$ cat src/rtl/dot_product_mac.sv
// Streaming signed fixed-point multiply-accumulate producing one 2W-bit dot product per VEC_LEN operand pairs.
// Optional build macro DOT_PRODUCT_MAC_ACC_SAT_EN selects saturating accumulation instead of two's-complement wrap.
module dot_product_mac #(
    parameter int para_int_bits  = 7,
    parameter int para_frac_bits = 9,
    parameter int VEC_LEN        = 16
) (
    input  logic                                          clk,
    input  logic                                          rst,
    input  logic                                          clr,
    input  logic                                          in_valid,
    output logic                                          in_ready,
    input  logic [para_int_bits+para_frac_bits-1:0]       in_a,
    input  logic [para_int_bits+para_frac_bits-1:0]       in_b,
    output logic                                          out_valid,
    input  logic                                          out_ready,
    output logic [2*(para_int_bits+para_frac_bits)-1:0]   out_data,
    output logic                                          out_ovf
);

    localparam int W  = para_int_bits + para_frac_bits;
    localparam int W2 = 2 * W;
    localparam int CW = (VEC_LEN > 1) ? $clog2(VEC_LEN) : 1;
    localparam logic [CW-1:0] LAST_IDX = CW'(VEC_LEN - 1);

    logic [CW-1:0] count;
    logic [W2-1:0] p;
    logic          p_valid;
    logic          p_first;
    logic          p_last;
    logic [W2-1:0] acc;
    logic          sticky_ovf;

    logic          stall;
    logic          accept;
    logic [W2-1:0] product;
    logic [W2-1:0] base;
    logic [W2:0]   sum_ext;
    logic          sum_ovf;
    logic          sticky_next;
    logic [W2-1:0] sum_next;

    assign stall    = out_valid & ~out_ready;
    assign in_ready = ~stall & ~rst;
    assign accept   = in_valid & in_ready;
    assign product  = $signed({{W{in_a[W-1]}}, in_a}) * $signed({{W{in_b[W-1]}}, in_b});

    // One guard bit above the 2W range exposes overflow as a disagreement of the top two bits.
    always_comb begin
        base        = p_first ? '0 : acc;
        sum_ext     = {base[W2-1], base} + {p[W2-1], p};
        sum_ovf     = sum_ext[W2] ^ sum_ext[W2-1];
        sticky_next = (p_first ? 1'b0 : sticky_ovf) | sum_ovf;
`ifdef DOT_PRODUCT_MAC_ACC_SAT_EN
        if (sum_ovf)
            sum_next = sum_ext[W2] ? {1'b1, {(W2-1){1'b0}}} : {1'b0, {(W2-1){1'b1}}};
        else
            sum_next = sum_ext[W2-1:0];
`else
        sum_next = sum_ext[W2-1:0];
`endif
    end

    always_ff @(posedge clk) begin
        if (rst) begin
            count      <= '0;
            p          <= '0;
            p_valid    <= 1'b0;
            p_first    <= 1'b0;
            p_last     <= 1'b0;
            acc        <= '0;
            sticky_ovf <= 1'b0;
            out_valid  <= 1'b0;
            out_data   <= '0;
            out_ovf    <= 1'b0;
        end else begin
            if (clr) begin
                count      <= '0;
                p_valid    <= 1'b0;
                sticky_ovf <= 1'b0;
            end else if (!stall) begin
                p_valid <= accept;
                if (accept) begin
                    p       <= product;
                    p_first <= (count == '0);
                    p_last  <= (count == LAST_IDX);
                    count   <= (count == LAST_IDX) ? '0 : count + CW'(1);
                end
                if (p_valid) begin
                    acc        <= sum_next;
                    sticky_ovf <= sticky_next;
                end
            end

            // A new result may replace one being accepted on the same edge, keeping out_valid high.
            if (out_valid && out_ready)
                out_valid <= 1'b0;
            if (!clr && !stall && p_valid && p_last) begin
                out_valid <= 1'b1;
                out_data  <= sum_next;
                out_ovf   <= sticky_next;
            end
        end
    end

endmodule

$ cat config.mk
export PLATFORM = sky130hd
export DESIGN_NAME = dot_product_mac
export DESIGN_NICKNAME = d
export VERILOG_FILES = /design/src/rtl/dot_product_mac.sv
export SDC_FILE = /design/constraint.sdc
export NUM_CORES = 1
export LEC_CHECK = 0
export ABC_AREA = 1
export CAP_MARGIN = 20
export CELL_PAD_IN_SITES_DETAIL_PLACEMENT = 0
export CELL_PAD_IN_SITES_GLOBAL_PLACEMENT = 1
export CORE_MARGIN = 5
export CORE_UTILIZATION = 40
export DETAILED_ROUTE_END_ITERATION = 8
export PLACE_DENSITY_LB_ADDON = 0.15
export SYNTH_ARGS = -nofsm -noshare
export SYNTH_HDL_FRONTEND = slang
export SYNTH_SLANG_ARGS = --single-unit
$ cat constraint.sdc
create_clock -name clk -period 10.45 [get_ports clk]
set_clock_uncertainty 0.15 [all_clocks]
set_input_delay 2.09 -clock clk [delete_from_list [all_inputs] [get_ports clk]]
set_output_delay 2.09 -clock clk [all_outputs]
set_load 0.02 [all_outputs]
# == Yosys cells after proc, flatten, opt, wreduce, memory -nomap -nowiden ==
# Cells that the tools add are included.
# totals
input_bits,37
ff_bits,106
elab_cells,41
output_inout_bits,35
# op_classes
eq_ne,1
n_mux,5
reduce_logical,13
bitwise_logic,9
addsub,2
multipliers,1
# op_table
cell,n
32-bit by 32-bit adder with 33-bit output,1
16-bit by 16-bit multiplier with 32-bit output,1
32-bit 2-to-1 mux,1
3-bit AND reduction,2
4-bit by 1-bit adder with 4-bit output (second input constant),1
4-bit == test (second input constant),1
1-bit logical AND,4
4-bit logical NOT,1
4-bit 2-to-1 mux,1
1-bit NOT,4
2-bit AND reduction,2
1-bit bitwise AND,3
1-bit 2-to-1 mux,3
1-bit logical NOT,2
2-bit nonzero test,1
2-bit OR reduction,1
1-bit bitwise OR,1
1-bit XOR,1

# == Logic depth before layout (Yosys ltp) ==
# depth
depth_word,7
ltp_mapped,29
mapped_depth_nobuf,27

# == Least setup slack after synthesis ==
# OpenSTA, ideal clock, no wires.
# synth_timing
path_type,input to register
from,input in_b[6]
to,register p[27]
required_time_ns,10.186
path_buffers,2
setup_ns,0.114
slack_ns,2.993
arrival_ns,7.193
cell_stages,22
path_cell_list,clkbuf_1 > clkbuf_1 > nand2_1 > fa_1 > inv_1 > fa_1 > fa_1 > fa_1 > fa_1 > inv_1 > fa_1 > inv_1 > ha_1 > nand2_1 > nor2_1 > inv_1 > nor3_1 > nand3_1 > nand3_1 > nor2_1 > o21bai_1 > inv_1
# synth_between
elab_chain_len,1
# synth_rtl
item,line,source
"start, declared",14,"input logic [para_int_bits+para_frac_bits-1:0] in_b,"
16-bit by 16-bit multiplier with 32-bit output,46,"assign product = $signed({{W{in_a[W-1]}}, in_a}) * $signed({{W{in_b[W-1]}}, in_b});"
"end signal, assigned",84,p <= product;
"end, declared",27,logic [W2-1:0] p;
# Every way passes these cells.
# A chain may end at the register's enable or synchronous reset.

# == Worst setup path after layout ==
# layout_timing
from,input in_b[4]
to,register p[30]
# The elaborated chain is that of the path after synthesis.

==> run_results.csv <==
group,metric,value,unit
min_path,hold_class,"flip-flop to flip-flop",
setup_path,crit_path_start,"in_b[4]",
placement,port_buffers,71,
min_path,min_to,"acc[0]$_SDFFE_PP0P_",
sta,max-slew-margin-rel,0.446,
die,std_cell_rows,75,
clock_network,clock_path_buffers,2,
run,cap_violations,0,
sta,hold_viol_final,0,
die,die_w,217,um
sta,fmax,116,MHz
logic_synthesis,synth-main-ff-cell,"dfxtp_1",
clock_network,cts.sinks,106,
sta,finalSetupTns,0,ns
global_routing,grt_max_degree,72,
clock_network,numCtsBuffers,9,
setup_path,cpMaxStageDelayCell,"clkdlybuf4s50_1",
setup_path,reg2reg_depth,13,
logic_synthesis,synth_area_leaders,"fa_1 31%, inv_1 14%, dfxtp_1 12%",
die,num_io_pins,72,
final_layout,final_cells,2945,
sta,setup_viol,0,
global_routing,grt_overflow_total,0,
logic_synthesis,synth_edf_count,0,
global_routing,antenna_found_initial,1,
min_path,whs_path_depth,2,
logic_synthesis,yosysSeqAreaShare,0.124,
clock_network,cts_setup_buffers,0,
final_layout,syn_to_final_growth,8.22,%
clock_network,insertion_delay,0.37,ns
detailed_routing,antenna_left,0,
die,die-area,47000,sq um
final_layout,final_nets,2817,
setup_path,regToRegEndpoint,"out_ovf$_SDFFE_PP0P_",
detailed_routing,first_iter_violations,870,
logic_synthesis,async_flop_share,0,
logic_synthesis,syn_area,17100,sq um
placement,post-dp-hpwl,40.2,mm
clock_network,cts_resized,0,
logic_synthesis,yosysTopAreaCell,"fa_1",
placement,place_inst,2929,
setup_path,ff2ff_setup_slack,7.28,ns
sta,drv_slew,0,
setup_path,critPathMaxStageDelay,1.00,ns
sta,period_share,0.825,
global_routing,grt_usage,0.210,
die,start_util,0.406,
clock_network,path_clk_slew,0.07,ns
clock_network,htree_levels,3,
clock_network,root_buffer,"clkbuf_16",
die,die_h,217,um
logic_synthesis,ys_ff_latch,106,
final_layout,n_antenna_cell,0,
min_path,hold_start,"acc[0]$_SDFFE_PP0P_",
sta,tightest_slew,0.828,ns
detailed_routing,viasPerCell,4.89,
setup_path,reg2reg_from,"p_first$_SDFFE_PP0P_",
setup_path,path_cells,"clkdlybuf4s50_1 > nand2_1 > fa_1 > inv_1 > fa_1 > inv_1 > fa_1 > fa_1 > fa_1 > fa_1 > inv_1 > ha_1 > nand2_1 > nor3_1 > nand2_1 > nor2_1 > nor2_1 > nand3_1 > nand2_1 > nor2_1 > nor2_1",
setup_path,arrival,8.73,ns
die,fp.coreArea,42100,sq um
detailed_routing,drt_pass1_iterations,5,
detailed_routing,wl,47.7,mm
final_layout,n_fill_cell,4433,
global_routing,grt_pass1_wl,78.8,mm
setup_path,worstPathRequired,10.56,ns
logic_synthesis,synth_warnings,0,
detailed_routing,via_count,14405,
logic_synthesis,ys_types,47,
clock_network,cts_tree,"yes",
clock_network,ctsHoldBuffers,0,
setup_path,crit_path_end_kind,"flip-flop",
logic_synthesis,synth_top_area_frac,0.308,
detailed_routing,wl_per_cell,16.2,um
logic_synthesis,syn_inst,2398,
logic_synthesis,syn_nets,2814,
detailed_routing,route.detailed.drc,0,
setup_path,critPathLaunchType,"primary input",
setup_path,cp_max_fo,16,
global_routing,first_global_vias,14807,
final_layout,utilization,0.439,
setup_path,worstSetupPathType,"primary input to flip-flop",
setup_path,critPathMostFrequentCell,"fa_1",
sta,post-route-min-period,8.62,ns
sta,rsz0062_at_grt,"false",
placement,gp_congestion,0.984,
final_layout,drive_gt1_frac,0.0287,
logic_synthesis,postSynthAreaPerCell,7.13,sq um
run_status,status,"finished clean",
## cell families (layout without fill, tap and decap cells)
kind of cell	count (synthesis)	after routing	share of synthesized area
DFF	106	106	0.124
adders and majority gates	379	379	0.393
and+or+nand+nor	878	878	0.214
AOI/OAI and AO/OA	258	258	0.0882
xor gates and xnor gates	28	28	0.0148
buffers and inverters	749	757	0.167
## sequential cells by signal (all words and copies together) (netlist names)
name and flops:
p_first 1, sticky_ovf 1, p_valid 1, out_data 32, out_valid 1, p 32
p_last 1, acc 32, out_ovf 1, count 4
## through the flow
step | setup slack [ns] | instance area, sq um | hold slack, ns
6_report | 1.83 | 18500 | 0.305
5_1_grt | 1.45 | 18500 | 0.337
4_1_cts | 1.90 | 18500 | 0.312
3_5_place_dp | 1.50 | 18200 | 0.300
3_3_place_gp | 1.46 | 18200 | 0.293
2_1_floorplan | 2.99 | 17100 | 0.280
## synth_stat cells, types with 4 or more instances
cell / n
or2_1: 5
fa_1: 263
a21o_1: 6
buf_4: 4
ha_1: 116
nor2_1: 127
or2_2: 6
clkbuf_1: 71
xnor2_1: 11
a21oi_1: 107
xor2_1: 16
nand2_1: 549
inv_2: 5
o21bai_1: 21
nand2_2: 13
inv_1: 654
nor2_2: 8
dfxtp_1: 106
nand3_1: 119
o21ai_0: 62
nand4_1: 23
o21a_1: 33
o211ai_1: 18
buf_2: 10
nor3_1: 17
## cells in the final DEF (no fill, tap or decap), types with 21 or more instances in the layout
master and count:
a21oi_1 107, nand2_1 549, o21a_1 33, ha_1 116, nor2_1 126, clkdlybuf4s50_1 71
nand4_1 23, o21ai_0 62, fa_1 263, nand3_1 119, o21bai_1 21, inv_1 654
dfxtp_1 106
## area by class of cell
| type | instances | area, sq um | area share |
|---|---|---|---|
| well taps | 539 | 674 | 0.0364 |
| clock buffers | 10 | 239 | 0.0129 |
| clock inverters | 6 | 72.6 | 0.00392 |
| flip-flops and latches | 106 | 2120 | 0.115 |
| inverters | 661 | 2480 | 0.134 |
| repair buffers | 80 | 778 | 0.0420 |
| multi-input cells | 1543 | 12100 | 0.656 |
## routing by layer
layer | GRT usage | vias to the layer above | routed length [um]
li1 | - | 7090 | -
met1 | 0.309 | 7024 | 23400
met3 | 0.0395 | 25 | 2680
met5 | 0 | - | 0
met4 | 0.0219 | 0 | 332
met2 | 0.337 | 266 | 21300
## how the worst max path moves through the flow
| stage | end | depth (start not counted) |
|---|---|---|
| floorplan | p[27]$_SDFFE_PP0P_ | 22 |
| global placement | p[30]$_SDFFE_PP0P_ | 21 |
| detailed placement | p[30]$_SDFFE_PP0P_ | 21 |
| CTS | p[30]$_SDFFE_PP0P_ | 21 |
| global route | p[30]$_SDFFE_PP0P_ | 23 |
| finish | p[30]$_SDFFE_PP0P_ | 21 |
## critical path, delay by kind of cell
kind / cells / cell delay, ns
adder cells (fa/ha/maj): 7 / 3.80
buffers and inverters: 4 / 1.23
AND/OR/NAND/NOR: 10 / 1.61
Power is not shown: default switching activity piles up to over one toggle a cycle in this logic, so the estimate is an artifact.
==> RTL edit 1: new RTL, same settings <==
Build with the macro `DOT_PRODUCT_MAC_ACC_SAT_EN` defined.
--- a/src/rtl/dot_product_mac.sv
+++ b/src/rtl/dot_product_mac.sv
@@ -2,2 +2,4 @@
 // Optional build macro DOT_PRODUCT_MAC_ACC_SAT_EN selects saturating accumulation instead of two's-complement wrap.
+`define DOT_PRODUCT_MAC_ACC_SAT_EN
+
 module dot_product_mac #(
Check against the original RTL: no difference found for any inputs over 10 cycles, from zero or initial values and one cycle with rst high; that may be too few to reach the edited logic, so the function may still have changed.
==> RTL edit 1 against the original RTL <==
Sequential cell count is the same. Routed wire length down 3.9%. Final area grew 1.8%. Worst setup slack better by 0.052 ns. Critical endpoint is now p[25]. Area after synthesis increased by 1.8%.
Power is not shown: default switching activity piles up to over one toggle a cycle in this logic, so the estimate is an artifact.
==> RTL edit 1: results (changes against the original RTL) <==
| Metric | Value |
|---|---|
| Main combinational cell family by area after synthesis | adder cells |
| Cells on worst reg2reg path | 14 (+1) |
| Drt initial violations | 894 (+2.8%) |
| Last element of the critical path | p[25] |
| Initial antenna violation count | 0 (-1) |
| Inserted Clock Buffers | 9 (unchanged) |
| Post-synth top cells | 667 x inv_1, 547 x nand2_1, 263 x fa_1 |
| Most used DFF post-synth | dfxtp_1 |
| CP startpoint | in_b[1] |
| Hold wc startpoint | p_valid |
| Wire length per cell | 15.1 um (-6.6%) |
| Post-DP HPWL | 38400 um (-4.3%) |
| Via count | 14.4k (-0.056%) |
| CP Max Fanout | 16 (unchanged) |
| Top cells by area, synth | fa_1 30%, inv_1 14%, dfxtp_1 12%, nand2_1 12%, ha_1 8.3% |
| Largest net degree at the start of global routing | 66 (-8.3%) |
| Post-synthesis cell type count | 41 (-13%) |
| Clock Pin Slew Worst Setup and Hold Paths | 0.07 ns (about the same) |
| Gp weighted congestion | 0.911 (-7.3%) |
| Htree depth | 3 (unchanged) |
| CTS resizes | 0 (unchanged) |
| Outcome | completed |
| Clock Latency Late Sink | 0.37 ns (about the same) |
| Share of post-route cells with drive strength above 1 | 3.97% (+1.1 points) |
| Net count after synthesis | 2863 (+1.7%) |
| Ys Warns | 0 (unchanged) |
| R2r setup slk | 6.84 ns (-0.44 ns) |
| Vias in the first global route | 15.1k (+1.9%) |
| First-pass GRT wire length | 78000 um (-1.0%) |
| Area post-placement | 18500 sq um (+1.7%) |
| Worst R2R End | out_data[5] |
| Adder-cell share of the synthesized area | 38.6% (-0.69 points) |
| N_diodes | 0 (unchanged) |
| Arr. time, crit path | 8.68 ns (-0.05 ns) |
| GRT Resource Usage Total | 20.2% (-0.81 points) |
| Synth Area in XOR/XNOR | 2.11% (+0.63 points) |
| Mux contribution to synthesized area | 0% (unchanged) |
| Synth Area in Compound Gates | 8.41% (-0.41 points) |
| FFs w/ async S/R, synth | 0% (unchanged) |
| Relative slew slack | 43.7% (-0.95 points) |
| Max Root-Sink Buffers | 2 (unchanged) |
| Register area share after synthesis | 12.2% (-0.22 points) |
| Root Driver | clkbuf_16 |
[RTL edit 1: cell count changes after synthesis, moves of 5 or more]
cell / change
clkbuf_1: +9
o211ai_1: -8
nand3_1: -8
or2_1: -5
buf_6: +8
nor2_1: +16
inv_1: +13
nand2_2: +25
o21bai_1: -7
nand4_1: -6
xnor2_1: +6
xor2_1: +9
nor3_1: -5
[RTL edit 1: layout make-up]
cell class / instances / area (sq um)
Clock inverter: 4 / 98.8
Fill cell: 4604 / 24200
Tap cell: 585 / 732
Timing Repair Buffer: 82 / 793
Inverter: 672 / 2520
Clock buffer: 12 / 246
Sequential cell: 106 / 2120
Multi-Input combinational cell: 1570 / 12300
[RTL edit 1: worst min-delay path by stage]
stage | to | slack [ns] | depth (start not counted)
final | p_valid | 0.31 | 2
after global routing | p_valid | 0.33 | 2
after CTS | p_valid | 0.32 | 2
after detailed placement | p_valid | 0.31 | 2
after global placement | p_valid | 0.31 | 2
after floorplan | p_valid | 0.29 | 2
[RTL edit 1: critical path, cell delays in order]
cell             delay, ns
clkdlybuf4s50_1       0.96
nand2_1               0.21
inv_1                 0.18
fa_1                  0.56
fa_1                  0.84
fa_1                  0.53
fa_1                  0.57
fa_1                  0.43
fa_1                  0.45
ha_1                  0.40
a21oi_1               0.31
o21ai_0               0.26
a21oi_1               0.21
nand3_1               0.21
a21oi_1               0.17
o21ai_0               0.13
o211ai_1              0.10
inv_1                 0.05
[RTL edit 1: cells by family after synthesis]
| family | Yosys count |
|---|---|
| XOR/XNOR | 42 |
| flip-flops | 106 |
| adder cells (fa/ha/maj) | 379 |
| AO/OA/AOI/OAI | 251 |
| AND/OR/NAND/NOR | 898 |
| buffers and inverters | 771 |
[RTL edit 1: layer usage]
layer	part of all wire, %	up-vias	track usage, %
met5	0	-	0
met2	48	251	34.3
met1	47	6946	28.6
li1	-	7185	-
met4	0.45	0	1.84
met3	4.4	15	2.90
[RTL edit 1: through the flow]
stage	hold slack, ns	setup WS [ns]	cells	util, %
6_report	0.312	1.88	3031	43.8
5_1_grt	0.335	1.61	3031	43.8
4_1_cts	0.318	2.06	3031	43.8
3_5_place_dp	0.307	1.68	3015	43.0
3_3_place_gp	0.305	1.66	3015	43.0
2_1_floorplan	0.290	3.02	2447	-
==> RTL edit 2: new RTL, same settings <==
Made on the original files. Put one more register stage on the output `out_ovf`, cleared by the reset. The value now appears one clock later. The other outputs are not delayed to match.
--- a/src/rtl/dot_product_mac.sv
+++ b/src/rtl/dot_product_mac.sv
@@ -24,2 +24,4 @@
     localparam logic [CW-1:0] LAST_IDX = CW'(VEC_LEN - 1);
+
+    logic out_ovf_s0;
 
@@ -74,3 +76,3 @@
             out_data   <= '0;
-            out_ovf    <= 1'b0;
+            out_ovf_s0 <= 1'b0;
         end else begin
@@ -100,4 +102,12 @@
                 out_data  <= sum_next;
-                out_ovf   <= sticky_next;
+                out_ovf_s0 <= sticky_next;
             end
+        end
+    end
+
+    always_ff @(posedge clk) begin
+        if (rst) begin
+            out_ovf <= '0;
+        end else begin
+            out_ovf <= out_ovf_s0;
         end
Check against the original RTL: same outputs for any inputs over 10 cycles, from zero or initial values and one cycle with rst high; that may be too few to reach the edited logic, so the function may still have changed.
==> RTL edit 2 against the original RTL <==
Worst setup slack gained 0.042 ns. Area after synthesis is essentially flat. Highest routed layer unchanged. Final area grew 0.25%. Largest cell class unchanged. Final cell count grew 0.41%. First-iteration DRC count shrank 4.5%. Routed wire length shrank 2.0%. Sequential share of layout area grew 0.079 points. Sequential cell count grew 1. Core utilization grew 0.11 points. Critical path type unchanged. Hold slack lost 0.029 ns.
Power is not shown: default switching activity piles up to over one toggle a cycle in this logic, so the estimate is an artifact.
==> RTL edit 2: results (changes against the original RTL) <==
| Metric | Value |
|---|---|
| Clock Latency Late Sink | 0.37 ns (about the same) |
| N_diodes | 0 (unchanged) |
| Largest registers | acc (32), out_data (32), p (32) |
| Post-synth top cells | 670 x inv_1, 561 x nand2_1, 263 x fa_1 |
| Dpl cells | 2941 (+0.41%) |
| Net count after synthesis | 2828 (+0.50%) |
| CTS resizes | 0 (unchanged) |
| Drt initial violations | 831 (-4.5%) |
| Port buffer count | 71 (unchanged) |
| GRT Resource Usage Total | 20.8% (-0.21 points) |
| Outcome | completed |
| Crit path max-delay family | adder cells |
| Htree depth | 3 (unchanged) |
| Syn Area/Cell | 7.09 sq um (-0.64%) |
| Via count | 14.4k (-0.19%) |
| Post-synthesis cell type count | 39 (-17%) |
| Root Driver | clkbuf_16 |
| Gp weighted congestion | 0.911 (-7.4%) |
| Average via count per standard cell | 4.86 (-0.59%) |
| Post CTS Setup Buffer Count | 0 (unchanged) |
| Inserted Clock Buffers | 9 (unchanged) |
| Router iterations before antenna repair | 5 (unchanged) |
| Clock Pin Slew Worst Setup and Hold Paths | 0.07 ns (about the same) |
| Slowest stage delay, CP | 0.98 ns (-0.02 ns) |
| Arr. time, crit path | 8.69 ns (-0.04 ns) |
| Ys Warns | 0 (unchanged) |
| Largest net degree at the start of global routing | 53 (-26%) |
| Relative slew slack | 43.8% (-0.82 points) |
| Register area share after synthesis | 12.5% (+0.12 points) |
| Post-DP HPWL | 39100 um (-2.7%) |
| FFs w/ async S/R, synth | 0% (unchanged) |
| Slowest CP cell | clkdlybuf4s50_1 |
| Total wire length | 46700 um (-2.0%) |
| Initial antenna violation count | 0 (-1) |
| Most used DFF post-synth | dfxtp_1 |
| Vias in the first global route | 15.0k (+1.0%) |
| HP Class | reg2reg |
| Share of post-route cells with drive strength above 1 | 1.94% (-0.92 points) |
| Max Root-Sink Buffers | 2 (unchanged) |
| Top cells by area, synth | fa_1 31%, inv_1 15%, dfxtp_1 13%, nand2_1 12%, ha_1 8.5% |
| First-pass GRT wire length | 78700 um (-0.11%) |
| CP Max Fanout | 16 (unchanged) |
==> RTL edit 2: final cells by class <==
cell class / count / area [sq um]
fillers: 4433 / 23600
clock buffers: 10 / 239
clock inverters: 6 / 136
well taps: 539 / 674
inverters: 672 / 2520
flip-flops and latches: 107 / 2140
repair buffers: 78 / 763
multi-input cells: 1545 / 12100
==> RTL edit 2: worst reg2reg max path, delay by kind of cell, from the launching register on <==
kind	cells	cell delay [ns]
compound gates	1	0.12
simple gates	5	1.28
flops	1	0.32
buf+inv	5	1.27
==> RTL edit 2: logic make-up (layout without fill, tap and decap cells) <==
kind of cell | count (synthesis) | in the layout | synth area share (%)
buf+inv | 760 | 766 | 16.8
compound gates | 256 | 256 | 8.69
flops | 107 | 107 | 12.5
fa+ha+maj | 379 | 379 | 39.3
xor+xnor | 29 | 29 | 1.49
simple gates | 881 | 881 | 21.2
==> RTL edit 2: layer usage <==
layer | vias up | part of all wire, % | track usage [%] | wire length, um
li1 | 7104 | - | - | -
met2 | 240 | 47 | 34.7 | 21700
met1 | 6999 | 48 | 29.7 | 22400
met4 | 0 | 1.3 | 3.12 | 601
met3 | 35 | 4.2 | 2.86 | 1970
met5 | - | 0 | 0 | 0
==> RTL edit 2: path summary, 6_finish.rpt <==
path                            startpoint            to  slack, ns  cells after the start
worst max-delay path               in_b[4]         p[30]       1.87                     21
worst min-delay path            out_ovf_s0       out_ovf       0.28                      2
worst max register to register   out_valid  out_data[15]       7.20                     11
worst min register to register  out_ovf_s0       out_ovf       0.28                      2
==> RTL edit 2: through the flow <==
step,area (sq um),setup WS [ns]
final,18600,1.87
after global routing,18600,1.53
after CTS,18600,1.93
after detailed placement,18200,1.55
after global placement,18200,1.45
after floorplan,17100,2.99
